$ cat config.mk
export PLATFORM = sky130hd
export DESIGN_NAME = uart_tx_serializer
export DESIGN_NICKNAME = d
export VERILOG_FILES = /design/src/rtl/uart_pkg.sv /design/src/rtl/uart_tx_bit_timer.sv /design/src/rtl/uart_tx_serializer.sv
export SDC_FILE = /design/constraint.sdc
export NUM_CORES = 1
export LEC_CHECK = 0
export BUFFER_PORTS_ARGS = -buffer_cell sky130_fd_sc_hd__buf_2
export CAP_MARGIN = 20
export CORE_MARGIN = 2
export CORE_UTILIZATION = 47
export CTS_CLUSTER_DIAMETER = 100
export DETAILED_ROUTE_END_ITERATION = 8
export GPL_TIMING_DRIVEN = 0
export PLACE_DENSITY = 0.69
export SYNTH_ARGS = -nofsm -noshare
export SYNTH_HDL_FRONTEND = slang
export SYNTH_SLANG_ARGS = --single-unit
$ cat constraint.sdc
create_clock -name CLK -period 2 [get_ports CLK]
set_clock_uncertainty 0.2 [all_clocks]
set_input_delay 0.6 -clock CLK [delete_from_list [all_inputs] [get_ports CLK]]
set_output_delay 0.6 -clock CLK [all_outputs]
set_load 0.01 [all_outputs]
$ cat src/rtl/uart_pkg.sv
// Shared UART definitions: TX state encoding, parity constants, default
// sizing and frame-length constants used by the transmit path.
package uart_pkg;

  typedef enum logic [2:0] {
    TX_IDLE   = 3'd0,
    TX_START  = 3'd1,
    TX_DATA   = 3'd2,
    TX_PARITY = 3'd3,
    TX_STOP   = 3'd4
  } tx_state_t;

  localparam logic PARITY_EVEN = 1'b0;
  localparam logic PARITY_ODD  = 1'b1;

  localparam int unsigned DEFAULT_PRESCALE   = 8;
  localparam int unsigned DEFAULT_DATA_WIDTH = 8;

  // Bit periods per frame with a single stop bit.
  localparam int unsigned FRAME_BITS_NO_PARITY = 10;
  localparam int unsigned FRAME_BITS_PARITY    = 11;

  // Bit periods in a single-stop-bit frame for a given parity setting.
  function automatic int unsigned frame_bits(input logic parity_en);
    return parity_en ? FRAME_BITS_PARITY : FRAME_BITS_NO_PARITY;
  endfunction

endpackage

$ cat src/rtl/uart_tx_bit_timer.sv
// Bit timing for the UART transmitter: an edge counter that divides each bit
// into PRESCALE clocks, and a bit counter that tracks data bits in DATA.
// Produces bit_done (end of the current bit period) and last_data_bit
// (end of the final data bit) strobes for the FSM.
module uart_tx_bit_timer
  import uart_pkg::*;
#(
  parameter int unsigned PRESCALE   = DEFAULT_PRESCALE,
  parameter int unsigned DATA_WIDTH = DEFAULT_DATA_WIDTH
) (
  input  logic clk,
  input  logic rst_n,
  input  logic active,
  input  logic in_data,
  output logic bit_done,
  output logic last_data_bit
);

  localparam int unsigned CW = (PRESCALE > 1) ? $clog2(PRESCALE) : 1;

  logic [CW-1:0] edge_cnt;
  logic [3:0]    bit_cnt;

  assign bit_done      = active && (edge_cnt == CW'(PRESCALE - 1));
  assign last_data_bit = in_data && bit_done && (bit_cnt == 4'(DATA_WIDTH - 1));

  // Edge counter: runs 0..PRESCALE-1 while a frame is active, held at 0 in idle.
  always_ff @(posedge clk or negedge rst_n) begin
    if (!rst_n) begin
      edge_cnt <= '0;
    end else if (!active || bit_done) begin
      edge_cnt <= '0;
    end else begin
      edge_cnt <= edge_cnt + 1'b1;
    end
  end

  // Bit counter: advances once per data bit, cleared outside DATA and on its last bit.
  always_ff @(posedge clk or negedge rst_n) begin
    if (!rst_n) begin
      bit_cnt <= '0;
    end else if (!in_data || last_data_bit) begin
      bit_cnt <= '0;
    end else if (bit_done) begin
      bit_cnt <= bit_cnt + 1'b1;
    end
  end

endmodule

$ cat src/rtl/uart_tx_serializer.sv
// UART transmitter: accepts a parallel byte on Data_Valid while idle and
// sends start bit, data LSB first, optional parity, and stop bit on TX_OUT.
// Each bit lasts PRESCALE clocks. Define UART_TX_TWO_STOP_EN to send two
// stop bits instead of one.
module uart_tx_serializer
  import uart_pkg::*;
#(
  parameter int unsigned DATA_WIDTH = DEFAULT_DATA_WIDTH,
  parameter int unsigned PRESCALE   = DEFAULT_PRESCALE
) (
  input  logic                  CLK,
  input  logic                  RST,
  input  logic                  Data_Valid,
  input  logic [DATA_WIDTH-1:0] P_Data,
  input  logic                  Parity_Enable,
  input  logic                  Parity_Type,
  output logic                  TX_OUT,
  output logic                  Busy
);

  tx_state_t             state;
  logic [DATA_WIDTH-1:0] data_reg;
  logic [DATA_WIDTH-1:0] shift_reg;
  logic                  par_en_reg;
  logic                  par_type_reg;
  logic                  parity_calc;
  logic                  bit_done;
  logic                  last_data_bit;
`ifdef UART_TX_TWO_STOP_EN
  logic                  stop_second;
`endif

  // Parity always comes from the latched byte so mid-frame input changes are harmless.
  always_comb begin
    parity_calc = ^data_reg;
    if (par_type_reg == PARITY_ODD) begin
      parity_calc = ~(^data_reg);
    end
  end

  uart_tx_bit_timer #(
    .PRESCALE   (PRESCALE),
    .DATA_WIDTH (DATA_WIDTH)
  ) u_bit_timer (
    .clk           (CLK),
    .rst_n         (RST),
    .active        (state != TX_IDLE),
    .in_data       (state == TX_DATA),
    .bit_done      (bit_done),
    .last_data_bit (last_data_bit)
  );

  // Frame FSM; TX_OUT is loaded with the next bit's level on the edge that enters it.
  always_ff @(posedge CLK or negedge RST) begin
    if (!RST) begin
      state        <= TX_IDLE;
      TX_OUT       <= 1'b1;
      Busy         <= 1'b0;
      data_reg     <= '0;
      shift_reg    <= '0;
      par_en_reg   <= 1'b0;
      par_type_reg <= PARITY_EVEN;
`ifdef UART_TX_TWO_STOP_EN
      stop_second  <= 1'b0;
`endif
    end else begin
      case (state)
        TX_IDLE: begin
          TX_OUT <= 1'b1;
          Busy   <= 1'b0;
          if (Data_Valid) begin
            data_reg     <= P_Data;
            shift_reg    <= P_Data;
            par_en_reg   <= Parity_Enable;
            par_type_reg <= Parity_Type;
            state        <= TX_START;
            TX_OUT       <= 1'b0;
            Busy         <= 1'b1;
          end
        end
        TX_START: begin
          if (bit_done) begin
            state     <= TX_DATA;
            TX_OUT    <= shift_reg[0];
            shift_reg <= shift_reg >> 1;
          end
        end
        TX_DATA: begin
          if (last_data_bit) begin
            if (par_en_reg) begin
              state  <= TX_PARITY;
              TX_OUT <= parity_calc;
            end else begin
              state  <= TX_STOP;
              TX_OUT <= 1'b1;
            end
          end else if (bit_done) begin
            TX_OUT    <= shift_reg[0];
            shift_reg <= shift_reg >> 1;
          end
        end
        TX_PARITY: begin
          if (bit_done) begin
            state  <= TX_STOP;
            TX_OUT <= 1'b1;
          end
        end
        TX_STOP: begin
          if (bit_done) begin
`ifdef UART_TX_TWO_STOP_EN
            // First stop-bit period just arms the second; line stays high throughout.
            if (!stop_second) begin
              stop_second <= 1'b1;
            end else begin
              stop_second <= 1'b0;
              state       <= TX_IDLE;
              Busy        <= 1'b0;
            end
`else
            state <= TX_IDLE;
            Busy  <= 1'b0;
`endif
          end
        end
        default: begin
          state  <= TX_IDLE;
          TX_OUT <= 1'b1;
          Busy   <= 1'b0;
        end
      endcase
    end
  end

endmodule

==> results.cfg, run 1 <==
[global_route]
grt_use_total = 0.169
grt_pass1_wl_um = 4550
antenna_found_initial = 0
grt_pass1_vias = 1028
grt_max_degree = 31
grt_overflow_total = 0

[synthesis]
synth_nets = 160
async_reset_ff_frac = 1.00
synth_edf_count = 0
yosysUniqueCellTypes = 39
ys_top_cells_by_count = 29 x dfrtp_1, 15 x nor2_1, 14 x a21oi_1, 8 x mux2i_1, 8 x nand2_1
post-synth-top-count-cell = dfrtp_1
yosys.area.top_type = dfrtp_1
synthSimpleGateAreaFrac = 0.151
synth_xor_area_frac = 0.0639
synth_warnings = 0
synth_top_area_frac = 0.464
muxShareOfSynthArea = 0.116
synth_ff_type = dfrtp_1
synth.avg_cell_area_sq_um = 10.9
ys_seq_area_frac = 0.480
synthesis.area_sq_um = 1570
synthAdderAreaFrac = 0.0240
synth_top_family_by_area = simple AND/OR/NAND/NOR gates
synthCells = 144
synth_area_leaders = dfrtp_1 46%, mux2i_1 5.1%, a21oi_1 4.5%
synth_seq_cells = 30
synth_compound_area_frac = 0.122

[worst_setup_path]
crit_fanout = 7
criticalPathCategory = reg2reg
path_buf_inv = 3
required_ns = 2.02
crit_top_cell = ha_1
critPathArrivalTime_ns = 1.92
endpoint_kind = register
worst_path_largest_cell_delay_ns = 0.39
crit_chain = ha_1 > ha_1 > clkbuf_4 > inv_1 > o21ai_1 > nor3b_4 > buf_4 > nor2_1 > a21oi_1
cpMaxStageDelayCell = dfrtp_1
cpLargestDelayFamily = buffers and inverters
start_kind = register

[sta]
maxSlewViolCount = 0
fin_ws_ns = 0.0975
whs_ns = 0.0882
final.min_clock_period_ns = 1.90
finalHoldViolations = 0
max_freq_mhz = 526
post-route-period-util = 0.951
slew_headroom = 0.567
finalSetupViolCount = 0
tns_ns = 0
max_slew.worst_pin.slew_ns = 0.650

[routing]
ant_nets = 0
drt-total-wl_um = 2870
drc = 0
drt-pass1-iter-count = 4
wire_per_inst_um = 13.4
via_count = 1108
vias_per_cell = 5.18
wl_met2_um = 1420
drtIter0Drc = 38
wl_met1_um = 1250
top_layer = met4
wl_met3_um = 116

[min_path]
holdCritPathClass = in2async

[cells_and_area]
fin_cells = 214
final_util = 0.580
multiInputGateArea_sq_um = 758
antennaDiodeCount = 0
layout.nets = 185
regArea_sq_um = 752
layout-drive-gt1-share = 0.265
fin_area_sq_um = 1800
area_delta_synth_final_pct = 14.9
final.fill_count = 289

[clock_network]
cts-root-buf = clkbuf_4
clk_latency_ns = 0.33
cts_buffers = 5
cts_sinks = 30
hold_buffers = 0
clockBufferDepth = 2
cts_tree = done
htree_levels = 2
clkTransAtPathRegs_ns = 0.09

[place]
pre_cts_ws_ns = -0.0255
placed_cells = 202
port_buffers = 14
globalplace.congestion = 0.799
placed_area_sq_um = 1690
hpwl_um = 1990

[die]
start_util = 0.504
die_h_um = 61.7
core-area_sq_um = 3100
ios = 15
fp.dieW_um = 61.7
fp.dieArea_sq_um = 3810
num_rows = 20

[power_and_ir_drop]
power_mw = 2.86
p_per_area_nw_per_um2 = 1590
irDropWorstVdd_uv = 924
p_leak_nw = 0.797

[flow_run]
cap_violations = 0

[status]
status = complete, no violations
power by group:
group	leakage [nW]	total [mW]	switching, mW	internal, mW
logic	0.402	1.43	0.682	0.752
registers	0.360	1.05	0.183	0.871
clock network	0.0353	0.373	0.203	0.170
logic make-up (layout without fill, tap and decap cells):
group / after synthesis / count (layout)
AOI/OAI and AO/OA: 30 / 30
buffers and inverters: 12 / 38
xor gates and xnor gates: 9 / 9
and+or+nand+nor: 43 / 43
muxes: 17 / 17
adders and majority gates: 3 / 3
DFF: 30 / 30
placed cells by master, fill, tap and decap left out, types with 6 or more instances in the layout:
master and instances:
mux2i_1 8, nand2_1 8, dfrtp_1 29, mux2_2 6, buf_4 6, nor2_1 15, a21oi_1 14, clkbuf_4 6
buf_2 15
final timing paths:
path / from / to / slack, ns / cells after the start
setup / recovery: u_bit_timer.edge_cnt[0]$_DFF_PN0_ / shift_reg[4]$_DFFE_PN0P_ / 0.1 / 9
hold / removal: RST / u_bit_timer.bit_cnt[3]$_DFFE_PN0P_ / 0.09 / 1
setup reg to reg: u_bit_timer.edge_cnt[0]$_DFF_PN0_ / shift_reg[4]$_DFFE_PN0P_ / 0.1 / 9
hold reg to reg: u_bit_timer.edge_cnt[0]$_DFF_PN0_ / u_bit_timer.edge_cnt[0]$_DFF_PN0_ / 0.25 / 1
max in group asynchronous: RST / data_reg[4]$_DFFE_PN0P_ / 1.09 / 1
min in group CLK: u_bit_timer.edge_cnt[0]$_DFF_PN0_ / u_bit_timer.edge_cnt[0]$_DFF_PN0_ / 0.25 / 1
area by class of cell:
type	instances	share of cell area
well taps	44	0.0306
inverters	4	0.00834
plain buffers	8	0.0327
clock buffers	7	0.0306
clock inverters	1	0.00278
repair buffers	18	0.0556
multi-input cells	102	0.421
flip-flops and latches	30	0.418
worst register-to-register path, cell delays in order (launching register included):
cell and delay (ns):
dfrtp_1 0.39, ha_1 0.20, ha_1 0.17, clkbuf_4 0.17, inv_1 0.12, o21ai_1 0.08
nor3b_4 0.17, buf_4 0.16, nor2_1 0.09, a21oi_1 0.05
repair_timing:
item / in CTS / in global routing
setup endpoints to repair: 8 / 10
pin swaps: 0 / 2
gates resized for setup: 0 / 6
setup buffers: 1 / 3
metal layers:
metal  vias up  track usage
met5         -            0
met4         0       0.0729
met3         7       0.0559
met2        17        0.275
met1       529        0.206
li1        555            -
Note: power is estimated with default switching activity, not from simulation.
==> run 2, diff against run 1 <==
--- a/config.mk
+++ b/config.mk
@@ -7,12 +7,14 @@
 export LEC_CHECK = 0
 export BUFFER_PORTS_ARGS = -buffer_cell sky130_fd_sc_hd__buf_2
 export CAP_MARGIN = 20
+export CELL_PAD_IN_SITES_DETAIL_PLACEMENT = 1
+export CELL_PAD_IN_SITES_GLOBAL_PLACEMENT = 1
 export CORE_MARGIN = 2
-export CORE_UTILIZATION = 47
+export CORE_UTILIZATION = 41
 export CTS_CLUSTER_DIAMETER = 100
 export DETAILED_ROUTE_END_ITERATION = 8
 export GPL_TIMING_DRIVEN = 0
-export PLACE_DENSITY = 0.69
+export PLACE_DENSITY = 0.74
 export SYNTH_ARGS = -nofsm -noshare
 export SYNTH_HDL_FRONTEND = slang
 export SYNTH_SLANG_ARGS = --single-unit
==> run 2 against run 1 <==
  * Combinational power is 20% higher
  * Critical path type unchanged
  * Largest cell class unchanged
  * Critical path depth is 1 lower
  * Worst hold slack gained 0.052 ns
  * Die area up 14%
  * The run now ends with negative setup slack left
==> results.cfg, run 2 (synthesis gave the netlist of run 1 again) <==
[power_and_ir_drop]
p_per_area_nw_per_um2 = 1750
power_mw = 3.42
irDropWorstVdd_uv = 728
p_leak_nw = 0.842

[min_path]
holdCritPathClass = in2async

[clock_network]
clk_latency_ns = 0.29
clockBufferDepth = 2
clkTransAtPathRegs_ns = 0.06
htree_levels = 2
hold_buffers = 0
cts_sinks = 30
cts-root-buf = clkbuf_8
cts_tree = done
cts_buffers = 5

[cells_and_area]
layout.nets = 190
layout-drive-gt1-share = 0.366
final_common_cell = dfrtp_1
fin_cells = 223
antennaDiodeCount = 0
final_cell_mix = 29 x dfrtp_1, 15 x buf_2, 10 x buf_4, 10 x nor2_1, 10 x a21oi_1
area_delta_synth_final_pct = 24.7

[place]
globalplace.congestion = 0.745
placed_cells = 206
pre_cts_ws_ns = -0.128
port_buffers = 14
hpwl_um = 2650

[global_route]
grt_max_degree = 31
grt_pass1_vias = 1354
antenna_found_initial = 0
grt_use_total = 0.202
grt_pass1_wl_um = 6380
grt_overflow_total = 0

[sta]
slew_headroom = 0.550
rsz0062_at_grt = yes
fin_ws_ns = -0.000882
finalHoldViolations = 0
post-route-period-util = 1.00
final.min_clock_period_ns = 2.00
max_freq_mhz = 500
max_slew.worst_pin.slew_ns = 0.674
whs_ns = 0.140
maxSlewViolCount = 0
finalSetupViolCount = 1

[die]
fp.dieW_um = 65.8
num_rows = 22
fp.dieArea_sq_um = 4330
core-area_sq_um = 3660
die_h_um = 65.8
ios = 15
start_util = 0.428

[worst_setup_path]
endpoint_kind = register
criticalPathCategory = reg2reg
crit_fanout = 7
start_kind = register
critPathArrivalTime_ns = 1.96
required_ns = 1.96

[routing]
drt-pass1-iter-count = 4
wire_per_inst_um = 18.2
vias_per_cell = 5.39
drtIter0Drc = 48
ant_nets = 0
drt-total-wl_um = 4050
drc = 0
via_count = 1201

[status]
violations = negative setup slack
status = complete, but fails checks

[flow_run]
cap_violations = 0
## run 2: cell types whose count changed in the layout (fill, tap and decap cells not counted), moves of 2 or more
cell,previous run,this run
clkbuf_4,6,0
nor2_1,15,10
nor2_2,0,5
a21oi_1,14,10
a21oi_2,0,4
buf_4,6,10
clkbuf_8,1,5
ha_1,3,0
buf_6,2,4
ha_2,0,2
## run 2: repair_timing
action / 4_1_cts / 5_1_grt
setup endpoints to repair: 10 / 11
resized for setup: 4 / 22
buffers inserted: 4 / 4
gates cloned: 0 / 1
pin swaps: 1 / 7
## run 2: per-layer routing
metal  global-route usage  vias to the layer above  wire (um)
met5                    0                        -          0
met4               0.0885                        0         68
met3               0.0460                        9        107
met2                0.381                       17       2250
met1                0.209                      608       1620
li1                     -                      567          -
## run 2: area by class of cell
| cell class | instances | area (sq um) |
|---|---|---|
| tap | 48 | 60.1 |
| buffer | 8 | 62.6 |
| inverter | 4 | 17.5 |
| clock inverter | 1 | 30.0 |
| sequential | 30 | 752 |
| multi-input combinational | 102 | 812 |
| fill | 415 | 1710 |
| clock buffer | 7 | 76.3 |
| timing repair buffer | 23 | 141 |
## run 2: metrics by stage
stage               instance area [sq um]   TNS [ns]   util
global placement                     1700    -0.0361  0.463
finish                               1950  -0.000882  0.533
CTS                                  1850          0  0.505
detailed placement                   1700     -0.852  0.463
global route                         1950     -0.321  0.533
floorplan                            1570          0      -
## run 2: power by group
part           total (mW)  internal, mW  switching [mW]
sequential           1.09         0.874           0.218
clock               0.605         0.372           0.233
combinational        1.72         0.868           0.855
total                3.42          2.11            1.31
## run 2: worst max-delay path, stage by stage (launching register included)
cell	delay [ns]
dfrtp_1	0.39
ha_2	0.19
ha_4	0.16
buf_6	0.13
a311oi_4	0.37
nor3b_4	0.11
buf_6	0.15
nor2_2	0.12
a21oi_2	0.05
## run 2: worst paths after layout
| path | from | to | slack (ns) | cells past startpoint |
|---|---|---|---|---|
| worst max-delay path | u_bit_timer.edge_cnt[0]$_DFF_PN0_ | shift_reg[3]$_DFFE_PN0P_ | -0.0009 | 8 |
| worst min-delay path | RST | u_bit_timer.edge_cnt[0]$_DFF_PN0_ | 0.14 | 1 |
| worst max register to register | u_bit_timer.edge_cnt[0]$_DFF_PN0_ | shift_reg[3]$_DFFE_PN0P_ | -0.0009 | 8 |
| worst min register to register | par_type_reg$_DFFE_PN0P_ | par_type_reg$_DFFE_PN0P_ | 0.32 | 1 |
| max in group asynchronous | RST | shift_reg[3]$_DFFE_PN0P_ | 1.01 | 1 |
| min in group CLK | par_type_reg$_DFFE_PN0P_ | par_type_reg$_DFFE_PN0P_ | 0.32 | 1 |
==> run 3, diff against run 2 <==
--- a/config.mk
+++ b/config.mk
@@ -10,11 +10,11 @@
 export CELL_PAD_IN_SITES_DETAIL_PLACEMENT = 1
 export CELL_PAD_IN_SITES_GLOBAL_PLACEMENT = 1
 export CORE_MARGIN = 2
-export CORE_UTILIZATION = 41
+export CORE_UTILIZATION = 46
 export CTS_CLUSTER_DIAMETER = 100
 export DETAILED_ROUTE_END_ITERATION = 8
 export GPL_TIMING_DRIVEN = 0
-export PLACE_DENSITY = 0.74
+export PLACE_DENSITY = 0.79
 export SYNTH_ARGS = -nofsm -noshare
 export SYNTH_HDL_FRONTEND = slang
 export SYNTH_SLANG_ARGS = --single-unit
==> constraint.sdc (replaced) <==
create_clock -name CLK -period 2.1 [get_ports CLK]
set_clock_uncertainty 0.2 [all_clocks]
set_input_delay 0.63 -clock CLK [delete_from_list [all_inputs] [get_ports CLK]]
set_output_delay 0.63 -clock CLK [all_outputs]
set_load 0.01 [all_outputs]
==> run 3 against run 2 <==
  * The run now ends clean
  * Non-clock buffer count down 7
  * Highest routed layer unchanged
  * Combinational power down 19%
  * Critical path type unchanged
  * Cell area down 9.0%
  * Sequential share of layout area up 3.8 points
  * Critical endpoint is now shift_reg[5]$_DFFE_PN0P_
==> results.cfg, run 3 (synthesis gave the netlist of run 1 again) <==
[status]
status = complete, no violations

[sta]
finalHoldViolations = 0
fin_ws_ns = 0.0603
finalSetupViolCount = 0
whs_ns = 0.134
max_slew.worst_pin.slew_ns = 0.666
post-route-period-util = 0.971
tns_ns = 0
rsz0062_at_grt = yes
final.min_clock_period_ns = 2.04
slew_headroom = 0.556
max_freq_mhz = 490
maxSlewViolCount = 0

[die]
fp.dieArea_sq_um = 3890
start_util = 0.473
core-area_sq_um = 3310
num_rows = 21
fp.dieW_um = 62.3
die_h_um = 62.3
ios = 15

[clock_network]
hold_buffers = 0
cts_buffers = 5
clockBufferDepth = 2
htree_levels = 2
clk_latency_ns = 0.32
cts_tree = done
cts-root-buf = clkbuf_4
clkTransAtPathRegs_ns = 0.09
cts_sinks = 30

[place]
pre_cts_ws_ns = 0.00328
globalplace.congestion = 0.800
placed_cells = 204
hpwl_um = 2490
port_buffers = 14
placed_area_sq_um = 1690

[routing]
via_count = 1160
wl_met1_um = 1430
wire_per_inst_um = 16.2
ant_nets = 0
drc = 0
drt-total-wl_um = 3430
top_layer = met4
drt-pass1-iter-count = 4
drtIter0Drc = 38
vias_per_cell = 5.47
wl_met3_um = 97
wl_met2_um = 1860

[global_route]
grt_max_degree = 31
grt_overflow_total = 0
grt_use_total = 0.197
antenna_found_initial = 0
grt_pass1_wl_um = 5900
grt_pass1_vias = 1271

[worst_setup_path]
critPathArrivalTime_ns = 2.05
endpoint_kind = register
cpMaxStageDelayCell = dfrtp_1
path_buf_inv = 1
cpLargestDelayFamily = compound AO/OA/AOI/OAI gates
worst_path_largest_cell_delay_ns = 0.42
criticalPathCategory = reg2reg
start_kind = register
crit_fanout = 10
required_ns = 2.11
crit_chain = ha_1 > nand3b_1 > a311oi_4 > nor3b_4 > buf_6 > nor2_1 > a21oi_1

[cells_and_area]
area_delta_synth_final_pct = 13.5
layout.nets = 183
layout-drive-gt1-share = 0.247
fin_area_sq_um = 1780
final.fill_count = 386
fin_cells = 212
final_cell_mix = 29 x dfrtp_1, 15 x buf_2, 15 x nor2_1
final_util = 0.537
final_common_cell = dfrtp_1
antennaDiodeCount = 0

[power_and_ir_drop]
irDropWorstVdd_uv = 674
p_per_area_nw_per_um2 = 1550
p_leak_nw = 0.780
power_mw = 2.75

[min_path]
holdCritPathClass = in2async

[flow_run]
cap_violations = 0
==> run 3: metal layers <==
layer,vias to the layer above,track usage
li1,549,-
met1,589,0.221
met2,16,0.360
met3,6,0.0453
met4,0,0.0833
met5,-,0
==> run 3: power by group <==
part	internal [mW]	switching, mW
logic	0.719	0.681
clock network	0.151	0.184
registers	0.830	0.182
==> run 3: cell type report <==
class,instances,area (sq um),share of cell area
plain buffers,8,57.6,0.0324
multi-input cells,102,758,0.427
inverters,4,15.0,0.00845
clock buffers,6,51.3,0.0289
flip-flops and latches,30,752,0.423
well taps,46,57.6,0.0324
repair buffers,16,85.1,0.0479
==> run 3: worst paths after layout <==
kind                                                           end  slack (ns)  depth (start not counted)                          startpoint
worst min register to register   u_bit_timer.edge_cnt[0]$_DFF_PN0_        0.25                          1   u_bit_timer.edge_cnt[0]$_DFF_PN0_
worst max-delay path                      shift_reg[5]$_DFFE_PN0P_        0.06                          7  u_bit_timer.bit_cnt[0]$_DFFE_PN0P_
worst min-delay path            u_bit_timer.bit_cnt[3]$_DFFE_PN0P_        0.13                          1                                 RST
min in group CLK                 u_bit_timer.edge_cnt[0]$_DFF_PN0_        0.25                          1   u_bit_timer.edge_cnt[0]$_DFF_PN0_
max in group asynchronous                  data_reg[2]$_DFFE_PN0P_        1.14                          1                                 RST
worst max register to register            shift_reg[5]$_DFFE_PN0P_        0.06                          7  u_bit_timer.bit_cnt[0]$_DFFE_PN0P_
==> run 3: timing repair <==
action / in CTS / in global routing
pin swaps: 0 / 1
gates resized for setup: 0 / 4
cloned: 0 / 0
setup endpoints to repair: 2 / 9
setup buffers: 1 / 1
